`src/rtl/echo_heard_serializer.sv`:
```
// Buffers heard(meth, v) messages in a small FIFO and serializes each one onto
// a single word channel as two beats: meth first, then v flagged last.
module echo_heard_serializer #(
   parameter int DEPTH = 4,
   parameter int WIDTH = 32
) (
   input  logic                       CLK,
   input  logic                       nRST,
   input  logic                       indication_heard__ENA,
   input  logic [WIDTH-1:0]           indication_heard_meth,
   input  logic [WIDTH-1:0]           indication_heard_v,
   output logic                       indication_heard__RDY,
   output logic                       pipe_enq__ENA,
   output logic [WIDTH-1:0]           pipe_enq_v,
   output logic                       pipe_enq_last,
   input  logic                       pipe_enq__RDY,
   output logic [$clog2(DEPTH):0]     count
);

   localparam int AW = $clog2(DEPTH);
   localparam int CW = AW + 1;

   // state    | meaning
   // PH_METH  | head entry (if any) is presented as its meth beat
   // PH_V     | meth beat already sent; head entry presented as its v beat
   // idle is not a phase of its own: it is simply count == 0
   typedef enum logic {
      PH_METH = 1'b0,
      PH_V    = 1'b1
   } phase_t;

   phase_t           phase_q, phase_d;
   logic [AW-1:0]    wp_q, wp_d;
   logic [AW-1:0]    rp_q, rp_d;
   logic [CW-1:0]    count_q, count_d;
   logic             push, pop, busy;

   logic [WIDTH-1:0] meth_mem [DEPTH];
   logic [WIDTH-1:0] v_mem    [DEPTH];

   assign busy                  = (count_q != '0);
   assign indication_heard__RDY = (count_q != CW'(DEPTH));
   assign push                  = indication_heard__ENA && indication_heard__RDY;
   assign count                 = count_q;

   always_comb begin
      phase_d       = phase_q;
      rp_d          = rp_q;
      wp_d          = wp_q;
      count_d       = count_q;
      pop           = 1'b0;
      pipe_enq__ENA = busy && pipe_enq__RDY;
      pipe_enq_v    = '0;
      pipe_enq_last = 1'b0;

      if (busy) begin
         case (phase_q)
            PH_METH: begin
               pipe_enq_v = meth_mem[rp_q];
               if (pipe_enq__ENA) phase_d = PH_V;
            end
            PH_V: begin
               pipe_enq_v    = v_mem[rp_q];
               pipe_enq_last = 1'b1;
               if (pipe_enq__ENA) begin
                  phase_d = PH_METH;
                  pop     = 1'b1;
                  rp_d    = rp_q + AW'(1);
               end
            end
            default: phase_d = PH_METH;
         endcase
      end

      if (push) wp_d = wp_q + AW'(1);

      case ({push, pop})
         2'b10:   count_d = count_q + CW'(1);
         2'b01:   count_d = count_q - CW'(1);
         default: count_d = count_q;
      endcase
   end

   always_ff @(posedge CLK or negedge nRST) begin
      if (!nRST) begin
         phase_q <= PH_METH;
         wp_q    <= '0;
         rp_q    <= '0;
         count_q <= '0;
      end else begin
         phase_q <= phase_d;
         wp_q    <= wp_d;
         rp_q    <= rp_d;
         count_q <= count_d;
      end
   end

   // Payload storage carries no reset; count guards every read.
   always_ff @(posedge CLK) begin
      if (push) begin
         meth_mem[wp_q] <= indication_heard_meth;
         v_mem[wp_q]    <= indication_heard_v;
      end
   end

endmodule

```
`config.mk`:
```
export PLATFORM = sky130hd
export DESIGN_NAME = echo_heard_serializer
export DESIGN_NICKNAME = d
export VERILOG_FILES = /design/src/rtl/echo_heard_serializer.sv
export SDC_FILE = /design/constraint.sdc
export NUM_CORES = 1
export LEC_CHECK = 0
export ABC_CLOCK_PERIOD_IN_PS = 2700
export BUFFER_PORTS_ARGS = -buffer_cell sky130_fd_sc_hd__buf_2
export CAP_MARGIN = 20
export CORE_UTILIZATION = 55
export CTS_BUF_LIST = sky130_fd_sc_hd__clkbuf_4 sky130_fd_sc_hd__clkbuf_8
export CTS_CLUSTER_SIZE = 40
export DETAILED_ROUTE_END_ITERATION = 8
export PLACE_DENSITY = 0.79
export SLEW_MARGIN = 20
export SYNTH_ARGS = -nofsm -noshare
export SYNTH_HDL_FRONTEND = slang
export SYNTH_SLANG_ARGS = --single-unit
```
`constraint.sdc`:
```
create_clock -name CLK -period 2.7 [get_ports CLK]
set_input_delay 0 -clock CLK [delete_from_list [all_inputs] [get_ports CLK]]
set_output_delay 0 -clock CLK [all_outputs]
set_load 0.02 [all_outputs]
```
## Word-level counts from Yosys, hierarchy flattened

Memory sizes are Yosys's and may differ from the RTL's.
Cells that the tools add are included.

- Flip-flop bits (word level): 8
- RAM bits: 256
- Input port bits: 68
- Word-level logic and storage cells: 31
- Memories: 2

Memories:

| name | depth | width | read ports | clocked after Yosys merged registers in | wr ports | line | source |
|---|---|---|---|---|---|---|---|
| meth_mem | 4 | 32 | 1 | 0 | 1 | 38 | `logic [WIDTH-1:0] meth_mem [DEPTH];` |
| v_mem | 4 | 32 | 1 | 0 | 1 | 39 | `logic [WIDTH-1:0] v_mem [DEPTH];` |

- $add $sub $neg: 4
- Equality and inequality tests: 3
- Mux-type cells: 12
- Bitwise operators: 1
- Reductions and logical operators: 5

Operators by type and width:

| cell | count |
|---|---|
| case mux 32 bit (2 select lines) | 1 |
| 2-to-1 mux 32 bit | 1 |
| 2-to-1 mux 1 bit | 8 |
| case mux 3 bit (2 select lines) | 1 |
| adder 2 x 1 -> 2 bit, second input constant | 2 |
| adder 3 x 1 -> 3 bit, second input constant | 1 |
| != test 3 bit, second input constant | 1 |
| AND reduction 3 bit | 1 |
| nonzero test 3 bit | 1 |
| subtractor 3 x 1 -> 3 bit, second input constant | 1 |
| equality test 2 x 1 -> 1 bit, second input constant | 1 |
| equality test 2 bit, second input constant | 1 |
| logical AND 1 bit | 2 |
| case mux 1 bit (2 select lines) | 1 |
| nonzero test 2 bit | 1 |
| NOT 1 bit | 1 |

## Depth between registers and ports, before layout

Gate-level depths: netlist of run 1.

- Depth in word-level cells: 7
- Depth in mapped cells: 10

## Least setup slack after synthesis of run 1

OpenSTA, ideal clock, no wires.

- Path kind: flip-flop to flip-flop
- From: register count_q[2], in the netlist count[2]
- To: memory meth_mem[0][0] (enable)
- Arrival: 2.443 ns
- Slack: -0.172 ns
- Cell stages (with the launch flop): 3
- Clock period less this slack: 2.872 ns
- Path through: dfrtp_1 -> or3b_1 -> and3_1

- Word-level cells in the longest chain between the ends: 4

Ends and longest elaborated chain:

| item | line | source |
|---|---|---|
| start, declared | 35 | `logic [CW-1:0] count_q, count_d;` |
| start signal, assigned | 94 | `count_q <= count_d;` |
| != test 3 bit | 42 | `assign indication_heard__RDY = (count_q != CW'(DEPTH));` |
| named net indication_heard__RDY | 12 | `output logic indication_heard__RDY,` |
| logical AND 1 bit | 43 | `assign push = indication_heard__ENA && indication_heard__RDY;` |
| 2-to-1 mux 1 bit | 100 | `if (push) begin` |
| 2-to-1 mux 1 bit (not written as such) | 101 | `meth_mem[wp_q] <= indication_heard_meth;` |
| end, declared | 38 |  |

The timed path passes the listed nets, and every way through them passes these cells.

## Final worst setup path of run 1

- From: register count_q[2], in the netlist count[2]
- To: register count_q[2], in the netlist count[2]

- Word-level cells in the longest chain between the ends: 7

Ends and longest elaborated chain:

| item | line | source |
|---|---|---|
| nonzero test 3 bit (*) | 41 | `assign busy = (count_q != '0);` |
| logical AND 1 bit | 52 | `pipe_enq__ENA = busy && pipe_enq__RDY;` |
| 2-to-1 mux 1 bit | 65 | `if (pipe_enq__ENA) begin` |
| 2-to-1 mux 1 bit | 57 | `case (phase_q)` |
| 2-to-1 mux 1 bit (*) | 56 | `if (busy) begin` |
| named net pop | 36 | `logic push, pop, busy;` |
| equality test 2 x 1 -> 1 bit / equality test 2 bit (equally long branches) | 77 | `case ({push, pop})` |
| case mux 3 bit (2 select lines) / nonzero test 2 bit (equally long branches) | -- |  |

Mark *: on every way through the listed nets, which the timed path passes. The rest lies on a longest branch.
A chain may end at the register's enable or synchronous reset.

==> summary.txt, run 1 <==
Outcome
  – Status: complete, no violations

Global routing
  – Vias in the first global route: 5,348
  – All-Layer GR Usage: 0.2110
  – Initial antenna violation count: 0
  – GR Util met2: 0.3476
  – Global-route met3 utilization: 0.05593
  – Largest net degree at the start of global routing: 40
  – Gr busiest metal: met2
  – Global-route wire length before repair: 28,900 microns
  – Remaining global-route overflow: 0
  – Grt met1 use: 0.2751

Placement
  – Place WS: 0.3230 ns
  – Buffers on Ports: 105
  – Hpwl dp: 10,680 microns
  – Routability cong.: 0.7756

Die
  – I/O Pins: 106
  – Initial Util: 0.5594
  – Die Y: 137.2 microns
  – Core ar.: 17,960 sq um
  – Die area: 18,810 sq um
  – Number of core rows: 49
  – Die X: 137.2 microns

Power and ir drop
  – Pleak: 4.359 nW
  – Power Total: 13.69 mW
  – Pwr dens: 1103 nW/um^2
  – VDD IR max: 0.8058 mV

Min path
  – Hold Path Origin: indication_heard_v[20]
  – Hold Path Class: primary input to register

Timing
  – Max frequency: 412.1 MHz
  – Final Hold Fails: 0
  – Endpoints failing setup: 0
  – Setup TNS: 0 ns
  – Worst Skew: 0.02666 ns
  – Crit path time final: 2.427 ns
  – RSZ-0062 raised after global routing: no
  – Worst hold margin: 0.2180 ns
  – Relative slew margins: 0.2979
  – Final period util: 0.8988
  – Worst-Margin Slew: 1.051 ns
  – Pins over their slew limit: 0
  – Final setup margin: 0.2731 ns

Synthesis
  – Syn Inst Count: 419
  – Library cells used by synthesis: 24
  – Synth Register Bits: 264
  – Mapped Area: 10,050 sq um
  – Seq/Total Area, Yosys: 0.7850
  – Yosys warnings: 0
  – Main flop type after synthesis: edfxtp_1
  – Mean Syn Cell Area: 23.98 sq um
  – Synthesized net count: 494
  – EDFF count, synth: 256
  – Synth async-reset ratio: 0.03030

Cells and area
  – Multi-input logic area: 2022 sq um
  – Area grow syn2layout: 23.47%
  – Final nets: 700
  – FF/Latch Area: 7893 sq um
  – Commonest non-fill, non-tap cell in the layout: edfxtp_1
  – # diodes: 0
  – Commonest cells after routing, fill and taps aside: 256 x edfxtp_1, 105 x buf_2, 68 x dlygate4sd3_1, 64 x mux4_2, 48 x clkbuf_8
  – Filler instances: 1,104
  – Layout cells sized above 1: 0.3920
  – Final Util: 0.6907

Drt
  – Wire per inst: 21.41 microns
  – Detailed Route Iter0 Violations: 266
  – Vias: 4,977
  – Total routed wirelength: 18,880 microns
  – Via density: 5.643
  – Final antenna-violating net count: 0
  – DRT Pass-1 Iters: 5
  – DRC violations left: 0

Worst setup path
  – Worst path slowest cell: or3_4
  – CP Capture Type: register
  – Critical Path RT: 3.11 ns
  – Crit path max-delay family: simple AND/OR/NAND/NOR gates
  – Setup CP Type: register to register
  – Sequence of cells on the critical path: or3_4 -> and2_1 -> ha_1 -> and2_1 -> ha_1 -> inv_1 -> fa_1 -> xor2_1 -> nor2_1 -> xor2_1
  – CP bufs+invs: 1
  – Startpoint Class: register
  – Setup crit start: count[2]$_DFFE_PN0P_
  – Worst R2R Start: count[2]$_DFFE_PN0P_
  – Crit Path Max Fanout: 5
  – Critical Path AT: 2.84 ns
  – Flop2flop setup slack: 0.27 ns
  – CP peak stage delay: 0.44 ns

Clock network
  – Clock Pin Slew Worst Setup and Hold Paths: 0.06 ns
  – Post-cts resize count: 0
  – CTS Buffer Depth: 3
  – Clock Latency Late Sink: 0.53 ns
  – Hold Buf Count CTS: 68
  – Clock Tree Root: clkbuf_8
  – CTS tree: yes
  – Post-CTS Setup Bufs: 0
  – CTS H-tree depth: 2
  – Clk sinks: 264
  – TritonCTS Buffers: 41

Run
  – Max Cap Viol: 0
[per-stage QoR]
stage,instances,area (sq um)
after global routing,882,12410
after CTS,882,12410
after global placement,743,10920
final,882,12410
after floorplan,419,10050
after detailed placement,743,10920
[flip-flops by register name, summed over array words and instances, names as in the netlist]
register,cells
phase_q,1
v_mem,128
wp_q,2
rp_q,2
count,3
meth_mem,128
[report_power, final]
group	total [mW]	internal (mW)	leakage, nW	switching (mW)
clock network	3.22	1.80	0.429	1.42
registers	5.75	5.43	2.44	0.324
logic	4.71	2.10	1.49	2.61
total	13.7	9.33	4.36	4.35
[worst reg2reg max path, cell delays in order, from the launching register on]
cell     delay [ns]
dfrtp_1        0.43
or3_4          0.44
and2_1         0.20
ha_1           0.20
and2_1         0.18
ha_1           0.23
inv_1          0.08
fa_1           0.18
xor2_1         0.16
nor2_1         0.07
xor2_1         0.14
[area by class of cell]
type / count / share of cell area
inverter: 6 / 0.001815
multi-input combinational: 128 / 0.1630
clock buffer: 62 / 0.06172
clock inverter: 9 / 0.003328
timing repair buffer: 184 / 0.1109
sequential: 264 / 0.6361
tap: 229 / 0.02309
[cells in the mapped netlist (2+ instances only)]
cell type / count / area share
a22o_1: 32 / 0.028
and2_1: 2 / 0.0012
and2_4: 2 / 0.0017
and3_1: 4 / 0.0025
buf_2: 7 / 0.0035
buf_4: 3 / 0.0022
buf_6: 6 / 0.0067
clkbuf_1: 5 / 0.0019
dfrtp_1: 8 / 0.020
edfxtp_1: 256 / 0.77
ha_1: 6 / 0.0075
inv_1: 6 / 0.0022
mux4_2: 64 / 0.14
nand2_1: 3 / 0.0011
nor2_1: 2 / 0.00075
xnor2_1: 3 / 0.0026
xor2_1: 3 / 0.0026
[metal layers]
metal  vias to the layer above  wire length, microns
li1                       2210                     -
met1                      2587                  7773
met2                       161                  9657
met3                        19                  1194
met4                         0                   259
met5                         -                     0
[final timing paths]
path,cells after the start,to
max,10,count[2]$_DFFE_PN0P_
min,2,v_mem[3][20]$_DFFE_PP_
max reg2reg,10,count[2]$_DFFE_PN0P_
min reg2reg,1,count[2]$_DFFE_PN0P_
max in group asynchronous,3,rp_q[1]$_DFFE_PN0P_
min in group asynchronous,3,rp_q[0]$_DFFE_PN0P_
[logic make-up (layout without fill, tap and decap cells)]
| group | count (synthesis) | count (layout) | synth area share |
|---|---|---|---|
| fa+ha+maj | 7 | 7 | 0.009463 |
| compound gates | 32 | 32 | 0.02789 |
| xor+xnor | 6 | 6 | 0.005231 |
| simple gates | 17 | 17 | 0.01033 |
| flops | 264 | 264 | 0.7850 |
| buf+inv | 27 | 261 | 0.01656 |
| mux | 66 | 66 | 0.1456 |
(Power assumes the default switching activity.)
==> run 2: changes to the inputs <==
--- a/config.mk
+++ b/config.mk
@@ -6,12 +6,12 @@
 export NUM_CORES = 1
 export LEC_CHECK = 0
 export ABC_CLOCK_PERIOD_IN_PS = 2700
-export BUFFER_PORTS_ARGS = -buffer_cell sky130_fd_sc_hd__buf_2
 export CAP_MARGIN = 20
-export CORE_UTILIZATION = 55
+export CORE_UTILIZATION = 59
 export CTS_BUF_LIST = sky130_fd_sc_hd__clkbuf_4 sky130_fd_sc_hd__clkbuf_8
 export CTS_CLUSTER_SIZE = 40
 export DETAILED_ROUTE_END_ITERATION = 8
+export DONT_BUFFER_PORTS = 1
 export PLACE_DENSITY = 0.79
 export SLEW_MARGIN = 20
 export SYNTH_ARGS = -nofsm -noshare
==> run 2 against run 1 <==
Against the previous run:
- hold slack worse by 0.16 ns
- global-route usage is 0.70 points higher
- die area is 6.7% lower
- clock skew is 0.010 ns lower
- clock power is 3% lower
- power is 3.8% lower
- core utilization is 2.3 points higher
- via count is 6.2% lower
- sequential share of layout area is 3.1 points higher
- setup slack worse by 0.0026 ns
- critical path depth is 7 lower
- sequential cell count stayed put
- largest power group unchanged
- highest routed layer unchanged
==> summary.txt, run 2 (synthesis results as in run 1) <==
Clock network
  – CTS tree: yes
  – Clock Latency Late Sink: 0.53 ns
  – Clock Tree Root: clkbuf_8
  – Post-cts resize count: 0
  – Post-CTS Setup Bufs: 0
  – Hold Buf Count CTS: 68
  – TritonCTS Buffers: 42
  – CTS H-tree depth: 2
  – CTS Buffer Depth: 3
  – Clock Pin Slew Worst Setup and Hold Paths: 0.06 ns
  – Clk sinks: 264

Drt
  – Total routed wirelength: 18,360 microns
  – Wire per inst: 23.59 microns
  – Detailed Route Iter0 Violations: 287
  – DRC violations left: 0
  – Via density: 5.997
  – Vias: 4,666
  – DRT Pass-1 Iters: 4
  – Final antenna-violating net count: 0

Die
  – Die X: 132.5 microns
  – Die area: 17,560 sq um
  – Initial Util: 0.6059
  – I/O Pins: 106
  – Die Y: 132.5 microns
  – Core ar.: 16,580 sq um
  – Number of core rows: 47

Cells and area
  – Commonest non-fill, non-tap cell in the layout: edfxtp_1
  – Final nets: 598
  – Filler instances: 990
  – Commonest cells after routing, fill and taps aside: 256 x edfxtp_1, 68 x dlygate4sd3_1, 64 x mux4_2, 42 x clkbuf_8, 32 x a22o_1
  – Layout cells sized above 1: 0.2747
  – FF/Latch Area: 7893 sq um
  – Multi-input logic area: 2007 sq um
  – Area grow syn2layout: 17.81%
  – Post-route insts no fill: 778

Worst setup path
  – Sequence of cells on the critical path: buf_12 -> mux4_2 -> a22o_1
  – Critical Path RT: 2.70 ns
  – Worst path slowest cell: dfrtp_4
  – CP bufs+invs: 1
  – Critical Path AT: 2.43 ns
  – Crit path max-delay family: flip-flops
  – Startpoint Class: register
  – CP peak stage delay: 0.69 ns
  – Crit Path Max Fanout: 26
  – Setup CP Type: register to output pin
  – CP Capture Type: output pin

Timing
  – Worst-Margin Slew: 1.053 ns
  – Final Hold Fails: 0
  – Relative slew margins: 0.2963
  – Worst hold margin: 0.05922 ns
  – Setup TNS: 0 ns
  – Final period util: 0.8998
  – Endpoints failing setup: 0
  – Final setup margin: 0.2705 ns
  – Max frequency: 411.6 MHz
  – Crit path time final: 2.430 ns
  – Pins over their slew limit: 0
  – RSZ-0062 raised after global routing: no
  – Worst Skew: 0.01645 ns

Global routing
  – Vias in the first global route: 5,156
  – Largest net degree at the start of global routing: 65
  – Remaining global-route overflow: 0
  – Initial antenna violation count: 1
  – All-Layer GR Usage: 0.2180
  – Global-route wire length before repair: 28,490 microns

Min path
  – Hold Path Class: primary input to register

Power and ir drop
  – VDD IR max: 0.6061 mV
  – Pleak: 3.930 nW
  – Pwr dens: 1112 nW/um^2
  – Power Total: 13.17 mW

Placement
  – Hpwl dp: 9734 microns
  – Placed cell count: 631
  – Routability cong.: 0.7485
  – Buffers on Ports: 0
  – Place WS: 0.3889 ns

Run
  – Max Cap Viol: 0

Outcome
  – Status: complete, no violations
run 2: final cells by class:
class                      instances  area share
clock buffer                      55     0.05708
clock inverter                    23    0.009196
inverter                           6    0.001903
timing repair buffer              81     0.07209
tap                              220     0.02325
multi-input combinational        128      0.1695
sequential                       264      0.6667
antenna                            1   0.0002114
run 2: metrics by stage:
stage	area, sq um	utilization
floorplan	10050	-
CTS	11840	0.7137
finish	11840	0.7138
global placement	10370	0.6253
global route	11840	0.7138
detailed placement	10370	0.6253
run 2: power by group:
| group | internal [mW] | total, mW | switching, mW |
|---|---|---|---|
| clock network | 1.65 | 3.13 | 1.48 |
| logic | 1.76 | 4.31 | 2.56 |
| registers | 5.43 | 5.72 | 0.291 |
| total | 8.84 | 13.2 | 4.33 |
run 2: final timing paths:
kind                                       startpoint                endpoint  slack [ns]  depth (start not counted)
worst max-delay path              rp_q[0]$_DFFE_PN0P_          pipe_enq_v[30]        0.27                          3
worst min-delay path            indication_heard__ENA  v_mem[0][23]$_DFFE_PP_        0.06                          2
worst max register to register   count[1]$_DFFE_PN0P_    count[2]$_DFFE_PN0P_        0.35                         10
worst min register to register    wp_q[1]$_DFFE_PN0P_     wp_q[1]$_DFFE_PN0P_        0.57                          1
max in group asynchronous                        nRST     rp_q[0]$_DFFE_PN0P_        2.04                          2
min in group asynchronous                        nRST     phase_q$_DFFE_PN0N_        0.36                          2
run 2: layer usage:
| layer | vias to the layer above | global-route usage | share of wire |
|---|---|---|---|
| li1 | 2009 | - | - |
| met1 | 2418 | 0.2762 | 0.39 |
| met2 | 195 | 0.3635 | 0.51 |
| met3 | 44 | 0.05517 | 0.071 |
| met4 | 0 | 0.09068 | 0.029 |
| met5 | - | 0 | 0 |
run 2: worst reg2reg max path, cell delays in order, from the launching register on:
cell and delay, ns:
dfrtp_1 0.39, buf_4 0.17, or3b_1 0.39, and2_4 0.18, inv_1 0.05, ha_1 0.18
inv_1 0.06, fa_1 0.39, xor2_1 0.17, nor2_1 0.11, xor2_1 0.17
==> run 3: changes to the inputs <==
--- a/config.mk
+++ b/config.mk
@@ -12,7 +12,7 @@
 export CTS_CLUSTER_SIZE = 40
 export DETAILED_ROUTE_END_ITERATION = 8
 export DONT_BUFFER_PORTS = 1
-export PLACE_DENSITY = 0.79
+export PLACE_DENSITY = 0.88
 export SLEW_MARGIN = 20
 export SYNTH_ARGS = -nofsm -noshare
 export SYNTH_HDL_FRONTEND = slang
==> run 3 against run 2 <==
Against the previous run:
- via count increased by 2.2%
- fmax shrank 2.5%
- count of clock-buffer cells in the layout down 1
- sequential share of layout area is 0.22 points lower
- setup slack got worse by 0.062 ns
- clock power up 4%
- register-to-register slack worse by 0.14 ns
- cell count down 0.51%
- clock skew up 0.0055 ns
- critical path type is now register to register
- highest routed layer unchanged
==> summary.txt, run 3 (synthesis results as in run 1) <==
Cells and area
  – Commonest cells after routing, fill and taps aside: 256 x edfxtp_1, 68 x dlygate4sd3_1, 64 x mux4_2, 43 x clkbuf_8, 32 x a22o_1
  – Area grow syn2layout: 18.20%
  – Filler instances: 967
  – Post-route insts no fill: 774
  – # diodes: 0
  – Final nets: 601
  – Commonest non-fill, non-tap cell in the layout: edfxtp_1
  – Layout cells sized above 1: 0.2708

Die
  – Die Y: 132.5 microns
  – Initial Util: 0.6059
  – Die X: 132.5 microns
  – Die area: 17,560 sq um
  – I/O Pins: 106
  – Core ar.: 16,580 sq um
  – Number of core rows: 47

Outcome
  – Status: complete, no violations

Min path
  – Hold Path Class: primary input to register

Clock network
  – Clock Tree Root: clkbuf_8
  – Clock Pin Slew Worst Setup and Hold Paths: 0.06 ns
  – TritonCTS Buffers: 42
  – Post-cts resize count: 0
  – Post-CTS Setup Bufs: 0
  – Clk sinks: 264
  – CTS Buffer Depth: 3
  – Clock Latency Late Sink: 0.52 ns
  – CTS tree: yes
  – CTS H-tree depth: 2

Drt
  – Metal-1 WL: 7377 microns
  – WL met2: 10,850 microns
  – DRC violations left: 0
  – Met3 WL post-DR: 1382 microns
  – Wire per inst: 25.75 microns
  – Max Used Layer: met4
  – Total routed wirelength: 19,930 microns
  – Detailed Route Iter0 Violations: 331
  – Via density: 6.160
  – Vias: 4,768
  – Final antenna-violating net count: 0
  – DRT Pass-1 Iters: 4

Placement
  – Routability cong.: 0.7549
  – Hpwl dp: 11,420 microns
  – Placed cell count: 634
  – Buffers on Ports: 0

Worst setup path
  – Sequence of cells on the critical path: or3_4 -> and2_1 -> ha_1 -> and2_1 -> ha_1 -> inv_1 -> fa_1 -> mux2i_1
  – Critical Path AT: 2.93 ns
  – Flop2flop setup slack: 0.21 ns
  – CP bufs+invs: 1
  – Critical Path RT: 3.14 ns
  – CP peak stage delay: 0.50 ns
  – Startpoint Class: register
  – Crit path max-delay family: simple AND/OR/NAND/NOR gates
  – Setup CP Type: register to register
  – Crit Path Max Fanout: 5
  – CP Capture Type: register
  – Worst path slowest cell: dfrtp_1

Timing
  – Setup TNS: 0 ns
  – Crit path time final: 2.491 ns
  – Pins over their slew limit: 0
  – Final period util: 0.9228
  – RSZ-0062 raised after global routing: no
  – Max frequency: 401.4 MHz
  – Final Hold Fails: 0
  – Worst Skew: 0.02196 ns
  – Relative slew margins: 0.6092
  – Worst hold margin: 0.01354 ns
  – Endpoints failing setup: 0
  – Worst-Margin Slew: 0.5862 ns

Power and ir drop
  – Pleak: 3.940 nW
  – VDD IR max: 0.9825 mV
  – Pwr dens: 1125 nW/um^2

Global routing
  – All-Layer GR Usage: 0.2383
  – Vias in the first global route: 5,288
  – Largest net degree at the start of global routing: 58
  – Global-route wire length before repair: 30,550 microns
  – Initial antenna violation count: 0
  – Remaining global-route overflow: 0

Run
  – Max Cap Viol: 0
run 3: final timing paths:
path                                       start                   endpoint  depth (start not counted)
min reg2reg                  wp_q[1]$_DFFE_PN0P_        wp_q[1]$_DFFE_PN0P_                          1
max in group asynchronous                   nRST        rp_q[0]$_DFFE_PN0P_                          2
max                         count[1]$_DFFE_PN0P_       count[1]$_DFFE_PN0P_                          8
max reg2reg                 count[1]$_DFFE_PN0P_       count[1]$_DFFE_PN0P_                          8
min in group asynchronous                   nRST       count[1]$_DFFE_PN0P_                          2
min                        indication_heard__ENA  meth_mem[1][22]$_DFFE_PP_                          1
run 3: cell type report:
type,count,area (sq um),share of cell area
inverters,6,22.52,0.001896
clock buffers,54,674.4,0.05678
flip-flops and latches,264,7893,0.6645
repair buffers,84,863.3,0.07269
well taps,220,275.3,0.02318
multi-input cells,128,2022,0.1702
clock inverters,18,127.6,0.01074
run 3: what timing repair did:
action,4_1_cts,5_1_grt
hold buffers,68,0
endpoints found under the hold margin,321,0
endpoints found under the setup margin,0,0
run 3: through the flow:
stage | power (mW) | utilization | worst slack, ns | cell area (sq um)
detailed placement | 10.10 | 0.6268 | 0.2812 | 10400
global route | 13.90 | 0.7162 | 0.1047 | 11880
floorplan | 9.091 | - | 0.3170 | 10050
global placement | 9.881 | 0.6268 | 0.3736 | 10400
finish | 13.36 | 0.7162 | 0.2085 | 11880
CTS | 13.47 | 0.7162 | 0.2176 | 11880
run 3: layer usage:
metal	global-route usage	vias up
met5	0	-
met4	0.08046	0
met3	0.05632	31
met2	0.4117	227
met1	0.2994	2497
li1	-	2013
run 3: power by group:
part	internal (mW)	switching, mW	total [mW]
logic	1.77	2.54	4.31
clock network	1.81	1.45	3.27
registers	5.43	0.350	5.78
total	9.02	4.35	13.4
